--- src/rtl/pci_bus_merge.sv ---
// Merges NUM_FUNC PCI function cores onto one set of pad drivers. The datapath is a zero-latency
// priority mux with per-bit hold, plus registered contention and turnaround monitoring.
module pci_bus_merge #(
  parameter int unsigned NUM_FUNC = 3,
  parameter int unsigned AD_WIDTH = 32,
  localparam int unsigned CBE_W = AD_WIDTH / 8,
  localparam int unsigned OWN_W = (NUM_FUNC > 1) ? $clog2(NUM_FUNC) : 1
) (
  input  logic                         clk,
  input  logic                         rst_n,
  input  logic [NUM_FUNC*AD_WIDTH-1:0] f_ado_i,
  input  logic [NUM_FUNC*AD_WIDTH-1:0] f_adt_i,
  input  logic [NUM_FUNC*CBE_W-1:0]    f_cbo_i,
  input  logic [NUM_FUNC*CBE_W-1:0]    f_cbt_i,
  input  logic [NUM_FUNC*8-1:0]        f_ctlo_i,
  input  logic [NUM_FUNC*8-1:0]        f_ctlt_i,
  output logic [AD_WIDTH-1:0]          ado_o,
  output logic [AD_WIDTH-1:0]          adt_o,
  output logic [CBE_W-1:0]             cbo_o,
  output logic [CBE_W-1:0]             cbt_o,
  output logic [7:0]                   ctlo_o,
  output logic [7:0]                   ctlt_o,
  input  logic                         clr_err_i,
  output logic [9:0]                   contention_o,
  output logic [NUM_FUNC-1:0]          contention_func_o,
  output logic [15:0]                  contention_cnt_o,
  output logic [9:0]                   tar_viol_o,
  output logic                         ad_busy_o,
  output logic [OWN_W-1:0]             ad_owner_o
);

  localparam int unsigned TotW   = AD_WIDTH + CBE_W + 8;
  localparam int unsigned NumGrp = 10;

  typedef enum logic {StIdle, StOwned} trk_e;

  // All pad bits flattened as {ctl, cbe, ad}; group 0 = AD, 1 = CBE, 2..9 = ctl bits.
  function automatic logic [TotW-1:0] grp_mask(int unsigned g);
    logic [TotW-1:0] m;
    m = '0;
    if (g == 0)      m[AD_WIDTH-1:0]        = '1;
    else if (g == 1) m[AD_WIDTH +: CBE_W]   = '1;
    else             m[AD_WIDTH+CBE_W+g-2]  = 1'b1;
    return m;
  endfunction

  logic [NUM_FUNC-1:0][TotW-1:0]     fo, ft;
  logic [TotW-1:0]                   hold_q, mo, mt;
  logic [NumGrp-1:0][NUM_FUNC-1:0]   en;
  logic [NumGrp-1:0][OWN_W-1:0]      low_idx;
  logic [NumGrp-1:0]                 cont_now, viol;
  trk_e                              st_q [NumGrp];
  trk_e                              st_d [NumGrp];
  logic [NumGrp-1:0][OWN_W-1:0]      owner_q, owner_d;
  logic [9:0]                        cont_q, cont_d, cont_base, tar_q, tar_d;
  logic [NUM_FUNC-1:0]               func_q, func_d, func_cap;
  logic [15:0]                       cnt_q, cnt_d;

  always_comb begin
    for (int k = 0; k < int'(NUM_FUNC); k++) begin
      fo[k] = {f_ctlo_i[k*8 +: 8], f_cbo_i[k*CBE_W +: CBE_W], f_ado_i[k*AD_WIDTH +: AD_WIDTH]};
      ft[k] = {f_ctlt_i[k*8 +: 8], f_cbt_i[k*CBE_W +: CBE_W], f_adt_i[k*AD_WIDTH +: AD_WIDTH]};
    end
  end

  // Lowest-index driver wins; undriven bits replay the last driven value.
  always_comb begin
    mo = hold_q;
    mt = '1;
    for (int b = 0; b < int'(TotW); b++) begin
      for (int k = int'(NUM_FUNC) - 1; k >= 0; k--) begin
        if (!ft[k][b]) begin
          mo[b] = fo[k][b];
          mt[b] = 1'b0;
        end
      end
    end
  end

  assign ado_o  = mo[AD_WIDTH-1:0];
  assign adt_o  = mt[AD_WIDTH-1:0];
  assign cbo_o  = mo[AD_WIDTH +: CBE_W];
  assign cbt_o  = mt[AD_WIDTH +: CBE_W];
  assign ctlo_o = mo[AD_WIDTH+CBE_W +: 8];
  assign ctlt_o = mt[AD_WIDTH+CBE_W +: 8];

  always_comb begin
    int unsigned n;
    for (int g = 0; g < int'(NumGrp); g++) begin
      n          = 0;
      low_idx[g] = '0;
      for (int k = int'(NUM_FUNC) - 1; k >= 0; k--) begin
        en[g][k] = |(~ft[k] & grp_mask(g));
        if (en[g][k]) begin
          low_idx[g] = OWN_W'(k);
          n          = n + 1;
        end
      end
      cont_now[g] = (n >= 2);
    end
  end

  // Tracker state register
  always_ff @(posedge clk or negedge rst_n) begin
    if (!rst_n) begin
      for (int g = 0; g < int'(NumGrp); g++) st_q[g] <= StIdle;
      owner_q <= '0;
    end else begin
      for (int g = 0; g < int'(NumGrp); g++) st_q[g] <= st_d[g];
      owner_q <= owner_d;
    end
  end

  // Tracker next state
  always_comb begin
    owner_d = owner_q;
    for (int g = 0; g < int'(NumGrp); g++) begin
      st_d[g] = st_q[g];
      if (en[g] == '0) begin
        st_d[g]    = StIdle;
        owner_d[g] = '0;
      end else begin
        unique case (st_q[g])
          StIdle: begin
            st_d[g]    = StOwned;
            owner_d[g] = low_idx[g];
          end
          StOwned: begin
            if (!en[g][owner_q[g]]) owner_d[g] = low_idx[g];
          end
          default: st_d[g] = StIdle;
        endcase
      end
    end
  end

  // Tracker outputs: a hand-over without an idle cycle is a turnaround violation
  always_comb begin
    viol = '0;
    for (int g = 0; g < int'(NumGrp); g++) begin
      viol[g] = (st_q[g] == StOwned) && (en[g] != '0) && !en[g][owner_q[g]];
    end
    ad_busy_o  = (st_q[0] == StOwned);
    ad_owner_o = owner_q[0];
  end

  // Sticky status: an event coinciding with clr_err survives the clear.
  always_comb begin
    cont_base = clr_err_i ? '0 : cont_q;
    cont_d    = cont_base | cont_now;
    tar_d     = (clr_err_i ? '0 : tar_q) | viol;
    cnt_d     = clr_err_i ? '0 : cnt_q;
    if (|cont_now && cnt_d != 16'hFFFF) cnt_d = cnt_d + 16'd1;
    func_cap = '0;
    for (int g = int'(NumGrp) - 1; g >= 0; g--) begin
      if (cont_now[g]) func_cap = en[g];
    end
    func_d = clr_err_i ? '0 : func_q;
    if (|cont_now && cont_base == '0) func_d = func_cap;
  end

  always_ff @(posedge clk or negedge rst_n) begin
    if (!rst_n) begin
      hold_q <= '0;
      cont_q <= '0;
      tar_q  <= '0;
      cnt_q  <= '0;
      func_q <= '0;
    end else begin
      hold_q <= mo;
      cont_q <= cont_d;
      tar_q  <= tar_d;
      cnt_q  <= cnt_d;
      func_q <= func_d;
    end
  end

  assign contention_o      = cont_q;
  assign contention_func_o = func_q;
  assign contention_cnt_o  = cnt_q;
  assign tar_viol_o        = tar_q;

endmodule

--- config.mk ---
export PLATFORM = sky130hd
export DESIGN_NAME = pci_bus_merge
export DESIGN_NICKNAME = d
export VERILOG_FILES = /design/src/rtl/pci_bus_merge.sv
export SDC_FILE = /design/constraint.sdc
export NUM_CORES = 1
export LEC_CHECK = 0
export BUFFER_PORTS_ARGS = -buffer_cell sky130_fd_sc_hd__buf_2
export CORE_AREA = 2 2 153 155
export CTS_CLUSTER_SIZE = 12
export DETAILED_ROUTE_END_ITERATION = 10
export DIE_AREA = 0 0 155 157
export PLACE_DENSITY = 0.64
export SLEW_MARGIN = 20
export SYNTH_ARGS = -nofsm -noshare
export SYNTH_HDL_FRONTEND = slang
export SYNTH_SLANG_ARGS = --single-unit
--- constraint.sdc ---
create_clock -name clk -period 2.3 [get_ports clk]
set_input_delay 0.115 -clock clk [delete_from_list [all_inputs] [get_ports clk]]
set_output_delay 0.115 -clock clk [all_outputs]
set_load 0.02 [all_outputs]
Word-level counts from Yosys, hierarchy flattened
Cells that the tools add are included.

operators by class
  $add $sub $neg = 21
  order comparisons = 20
  equal/unequal tests = 11
  multiplexer cells = 400
  bitwise logic cells = 15
  reductions and logical operators = 61

operators by type and width
  cell                     count
  $add A32 B1 Y32 const B  20
  $mux W32                 20
  $ge A32 B2 Y1 const B    10
  $mux W1                  294
  $not A44 Y44             3
  $mux W2                  50
  $reduce_or A32 Y1        3
  $pmux W2 S2              10
  $mux W3                  12
  $mux W16                 2
  $logic_not A3 Y1         10
  $lt A2 B3 Y1 const B     10
  $ne A3 B3 Y1 const B     10
  $reduce_bool A3 Y1       10
  $logic_and A1 B1 Y1      22
  $bmux W1 S2              10
  $mux W10                 2
  $or A10 B10 Y10          2
  $add A16 B1 Y16 const B  1
  $ne A16 B16 Y1 const B   1
  $reduce_or A4 Y1         3
  $logic_not A1 Y1         10
  $logic_not A10 Y1        1
  $not A1 Y1               10
  other kinds (2)          2

word-level totals
  register bits = 113
  input bits = 267
  logic and storage cells = 553

Logic depth before layout (Yosys ltp)
  depth after elaboration = 18
  depth in mapped cells = 10

Worst setup path after synthesis
Ideal clock, no wire load.

  path type = input-to-reg
  from = in f_ctlt_i[14]
  to = reg cnt_q[8] (netlist: contention_cnt_o[8])
  setup time = 125 ps
  data arrival time = 2178 ps
  data required time = 2175 ps
  setup slack = -3 ps
  stages on the path = 9
  buffers on the path = 1
  path through = clkbuf_1 inv_1 ha_1 o21ai_0 o2111ai_1 nor3_4 a21oi_2 nand4_1 mux2_2

between the ends
  cells in the longest elaborated chain, start to end = 8

ends and longest elaborated chain
  element                  RTL line  text
  start: declaration       16        input logic [NUM_FUNC*8-1:0] f_ctlt_i,
  $not A44 Y44 (*)         n/a
  $mux W32 (*)             94        if (en[g][k]) begin
  $add A32 B1 Y32          96        n = n + 1;
  $mux W32 (*)             94
  $ge A32 B2 Y1 (*)        99        cont_now[g] = (n >= 2);
  $reduce_or A10 Y1 (*)    153       if (|cont_now && cnt_d != 16'hFFFF) cnt_d = cnt_d + 16'd1;
  $logic_and A1 B1 Y1 (*)  153
  $mux W16 (*)             153
  named net cnt_d[8]       57        logic [15:0] cnt_q, cnt_d;
  end signal: assignment   173       cnt_q <= cnt_d;
  end: declaration         57

The timed path passes the listed nets; every way through them passes the cells marked *.
A chain may end at the register's enable or synchronous reset.

Worst setup path after layout
  from = in f_adt_i[93]
  to = reg cnt_q[11] (netlist: contention_cnt_o[11])

between the ends
  cells in the longest elaborated chain, start to end = 11

ends and longest elaborated chain
  element                  RTL line  text
  start: declaration       12        input logic [NUM_FUNC*AD_WIDTH-1:0] f_adt_i,
  $not A44 Y44 (*)         n/a
  $reduce_or A32 Y1 (*)    93        en[g][k] = |(~ft[k] & grp_mask(g));
  $mux W1 (*)              94
  $add A32 B1 Y32          96
  $mux W32 (*)             94
  $add A32 B1 Y32          96
  $mux W32 (*)             94
  $ge A32 B2 Y1 (*)        99
  $reduce_or A10 Y1 (*)    153
  $logic_and A1 B1 Y1 (*)  153
  $mux W16 (*)             153
  named net cnt_d[11]      57

Marked as above.

==> load_flow_metrics.sql <==
INSERT INTO impl_metrics (metric_group, metric, value, unit) VALUES
('global_route', 'global_route_total_usage_across_every_layer', '0.243', ''),
('synth', 'synth-compound-area-share', '0.156', ''),
('floorplanning', 'die-height', '157', 'um'),
('route', 'routed_wirelength_normalized_by_instance_count', '18.5', 'um'),
('worst_setup_path', 'library_cell_contributing_the_largest_single_delay_on_the_critical_path', 'a2111oi_4', ''),
('floorplanning', 'initial_core_util', '0.319', ''),
('synth', 'syn_inst', '762', ''),
('synth', 'synth-async-reset-ratio', '1.00', ''),
('place', 'dp_hpwl', '24900', 'um'),
('cts', 'cts.path.max_buffers', '2', ''),
('place', 'placed_area', '10400', 'sq um'),
('synth', 'yosys-mux-area-fraction', '0.143', ''),
('flow_run', 'max_cap_violation_count', '0', ''),
('route', 'ant_nets', '0', ''),
('synth', 'avgSynthCellArea', '9.43', 'sq um'),
('final_layout', 'final_layout_size_suffix_gt1_frac', '0.462', ''),
('run_status', 'status', 'finished, final reports clean', ''),
('worst_setup_path', 'critical_r2r_capture', 'contention_cnt_o[11]$_DFF_PN0_', ''),
('pwr', 'power.leakage', '6.13', 'nW'),
('route', 'via_cell_ratio', '5.02', ''),
('route', 'initialDrtViolationCount', '362', ''),
('synth', 'synth-edff-count', '0', ''),
('timing', 'fin_crit_sh', '0.945', ''),
('global_route', 'grt_pass1_wl', '45100', 'um'),
('route', 'routed-via-count', '8318', ''),
('final_layout', 'fin_area', '11700', 'sq um'),
('place', 'globalplace.congestion', '0.994', ''),
('cts', 'insertion_delay_of_the_later_clocked_pin_in_the_worst_skew_pair', '420', 'ps'),
('timing', 'finalSetupTns', '0', 'ps'),
('cts', 'total_number_of_clock_tree_sinks', '113', ''),
('synth', 'synth_area', '7190', 'sq um'),
('final_layout', 'synthToLayoutAreaGrowth', '63.0', '%'),
('global_route', 'antenna_found_initial', '12', ''),
('cts', 'htreeDepth', '4', ''),
('cts', 'clk_tree_root_cell', 'clkbuf_16', ''),
('timing', 'max_slew_margin', '0.550', ''),
('global_route', 'globalRoute.totalOverflow', '0', ''),
('timing', 'setup_repair_after_global_routing_missed_its_margin', 'no', ''),
('hold_path', 'min_path_cells', '2', ''),
('timing', 'fin_worst_hold_slack', '21.2', 'ps'),
('final_layout', 'design.final.nets', '1647', ''),
('timing', 'finalHoldViolCount', '0', ''),
('global_route', 'grt_max_degree', '45', ''),
('cts', 'cts-buffers-inserted', '17', ''),
('synth', 'synth_xor_xnor_area_share', '0.00609', ''),
('worst_setup_path', 'crit_family', 'compound AO/OA/AOI/OAI gates', ''),
('route', 'drc_errors_left', '0', ''),
('worst_setup_path', 'critical_path_at', '2480', 'ps'),
('worst_setup_path', 'crit_required', '2610', 'ps'),
('worst_setup_path', 'timing.reg2reg.setup_slack', '130', 'ps'),
('worst_setup_path', 'worst-path-buf-inv', '3', ''),
('worst_setup_path', 'crit_path_end_kind', 'register', ''),
('synth', 'ys_seq_elements', '113', ''),
('timing', 'layout_min_cycle_time', '2170', 'ps'),
('worst_setup_path', 'crit_path_start_kind', 'primary input', ''),
('hold_path', 'hold-path-endpoint', 'hold_q[29]$_DFF_PN0_', ''),
('timing', 'slew_violations', '0', ''),
('floorplanning', 'die-area', '24300', 'sq um'),
('pwr', 'irDropWorstVdd', '0.000452', 'V'),
('hold_path', 'worst_hold_startpoint', 'f_adt_i[29]', ''),
('worst_setup_path', 'crit_path_start', 'f_adt_i[93]', ''),
('synth', 'synth-warning-count', '0', ''),
('synth', 'post_synth_fa_ha_maj_area_fraction', '0.0557', ''),
('synth', 'seq_area_frac_synth', '0.393', ''),
('floorplanning', 'rows', '55', ''),
('worst_setup_path', 'cp_cell_sequence', 'buf_2 -> nand4_1 -> nor4_4 -> buf_4 -> nand2_1 -> ha_1 -> a21boi_1 -> o22a_4 -> a2111oi_4 -> buf_6 -> a21oi_1 -> a31o_1', ''),
('worst_setup_path', 'path_class', 'in -> reg', ''),
('floorplanning', 'chipWidth', '155', 'um'),
('final_layout', 'final_cell_count_no_fill', '1656', ''),
('floorplanning', 'pin_count', '397', ''),
('place', 'io_buffers', '396', '');
-- per-layer routing --
| layer | wire (um) | GRT usage |
|---|---|---|
| met4 | 1090 | 0.116 |
| met3 | 2480 | 0.0721 |
| met5 | 22 | 0 |
| met2 | 15100 | 0.419 |
| met1 | 12000 | 0.275 |
-- logic make-up (layout without fill, tap and decap cells) --
family	after synthesis	after routing
simple gates	285	285
other cells	0	10
mux	97	97
fa+ha+maj	32	32
xor+xnor	5	5
compound gates	169	169
flops	113	113
buf+inv	61	660
-- Yosys cell counts, types with 3 or more instances --
master,instances,area [sq um]
dfrtp_1,113,2830
nand4_1,35,219
nor4_1,8,50.1
a31oi_1,3,18.8
nor3_1,4,20.0
a21oi_1,63,315
buf_2,3,15.0
xnor2_1,5,43.8
o21a_1,7,52.6
o2111ai_1,7,61.3
a211oi_1,12,90.1
nand2b_1,9,56.3
nor2b_1,17,106
and3_1,37,231
inv_1,41,154
nand2_1,37,139
nor2_1,74,278
clkbuf_1,13,48.8
ha_1,32,400
and3_2,5,37.5
and2_1,9,56.3
o211ai_1,7,52.6
mux2i_1,49,490
a32o_1,10,100
o21ai_0,30,150
a21o_1,9,67.6
mux2_2,47,529
nand3_1,35,175
-- through the flow --
stage,total power (W),util,setup slack (ps)
2_1_floorplan,0.00310,-,25.7
3_3_place_gp,0.00394,0.462,-486
3_5_place_dp,0.00397,0.462,-509
4_1_cts,0.00691,0.518,59.0
5_1_grt,0.00719,0.521,3.63
6_report,0.00687,0.521,126
-- worst max path at each step --
stage	end	slack, ps	cells after the start
detailed placement	contention_cnt_o[11]$_DFF_PN0_	-510	12
floorplan	contention_cnt_o[11]$_DFF_PN0_	30	10
finish	contention_cnt_o[11]$_DFF_PN0_	130	12
global placement	contention_cnt_o[9]$_DFF_PN0_	-490	12
global route	contention_cnt_o[11]$_DFF_PN0_	4	12
CTS	contention_cnt_o[11]$_DFF_PN0_	60	12
-- cell type report --
| cell class | count | area, sq um |
|---|---|---|
| Antenna cell | 10 | 25.0 |
| Clock buffer | 18 | 439 |
| Clock inverter | 14 | 179 |
| Fill cell | 2156 | 10800 |
| Inverter | 41 | 154 |
| Multi-Input combinational cell | 588 | 4140 |
| Sequential cell | 113 | 2830 |
| Tap cell | 285 | 357 |
| Timing Repair Buffer | 587 | 3590 |
-- power breakdown --
part | switching, W | leakage [nW] | internal, W
logic | 0.000957 | 4.50 | 0.000817
registers | 0.000109 | 1.34 | 0.00217
clock network | 0.00107 | 0.294 | 0.00175
-- sequential cells by signal (all words and copies together), names as in the netlist --
| signal | count |
|---|---|
| hold_q | 44 |
| owner_q | 18 |
| contention_cnt_o | 16 |
| contention_o | 10 |
| tar_viol_o | 10 |
| st_q | 9 |
| contention_func_o | 3 |
| ad_owner_o | 2 |
| ad_busy_o | 1 |
-- layout by cell type, fill, tap and decap left out, types with 7 or more instances in the layout --
cell type,count
a211oi_1,12
a21o_1,9
a21oi_1,63
a32o_1,10
and2_1,9
and3_1,37
buf_2,395
buf_4,127
clkbuf_16,17
dfrtp_1,113
diode_2,10
dlygate4sd3_1,63
ha_1,32
inv_1,41
mux2_2,47
mux2i_1,49
nand2_1,37
nand2b_1,9
nand3_1,35
nand4_1,35
nor2_1,74
nor2b_1,17
o2111ai_1,7
o211ai_1,7
o21a_1,7
o21ai_0,29
-- timing repair --
action / 4_1_cts / 5_1_grt
endpoints found under the hold margin: 82 / 0
gates cloned: 0 / 0
resized for setup: 2 / 3
hold buffers: 63 / 0
setup buffers: 0 / 1
pin swaps: 0 / 2
setup endpoints to repair: 6 / 5
Note: power is estimated with default switching activity, not from simulation.
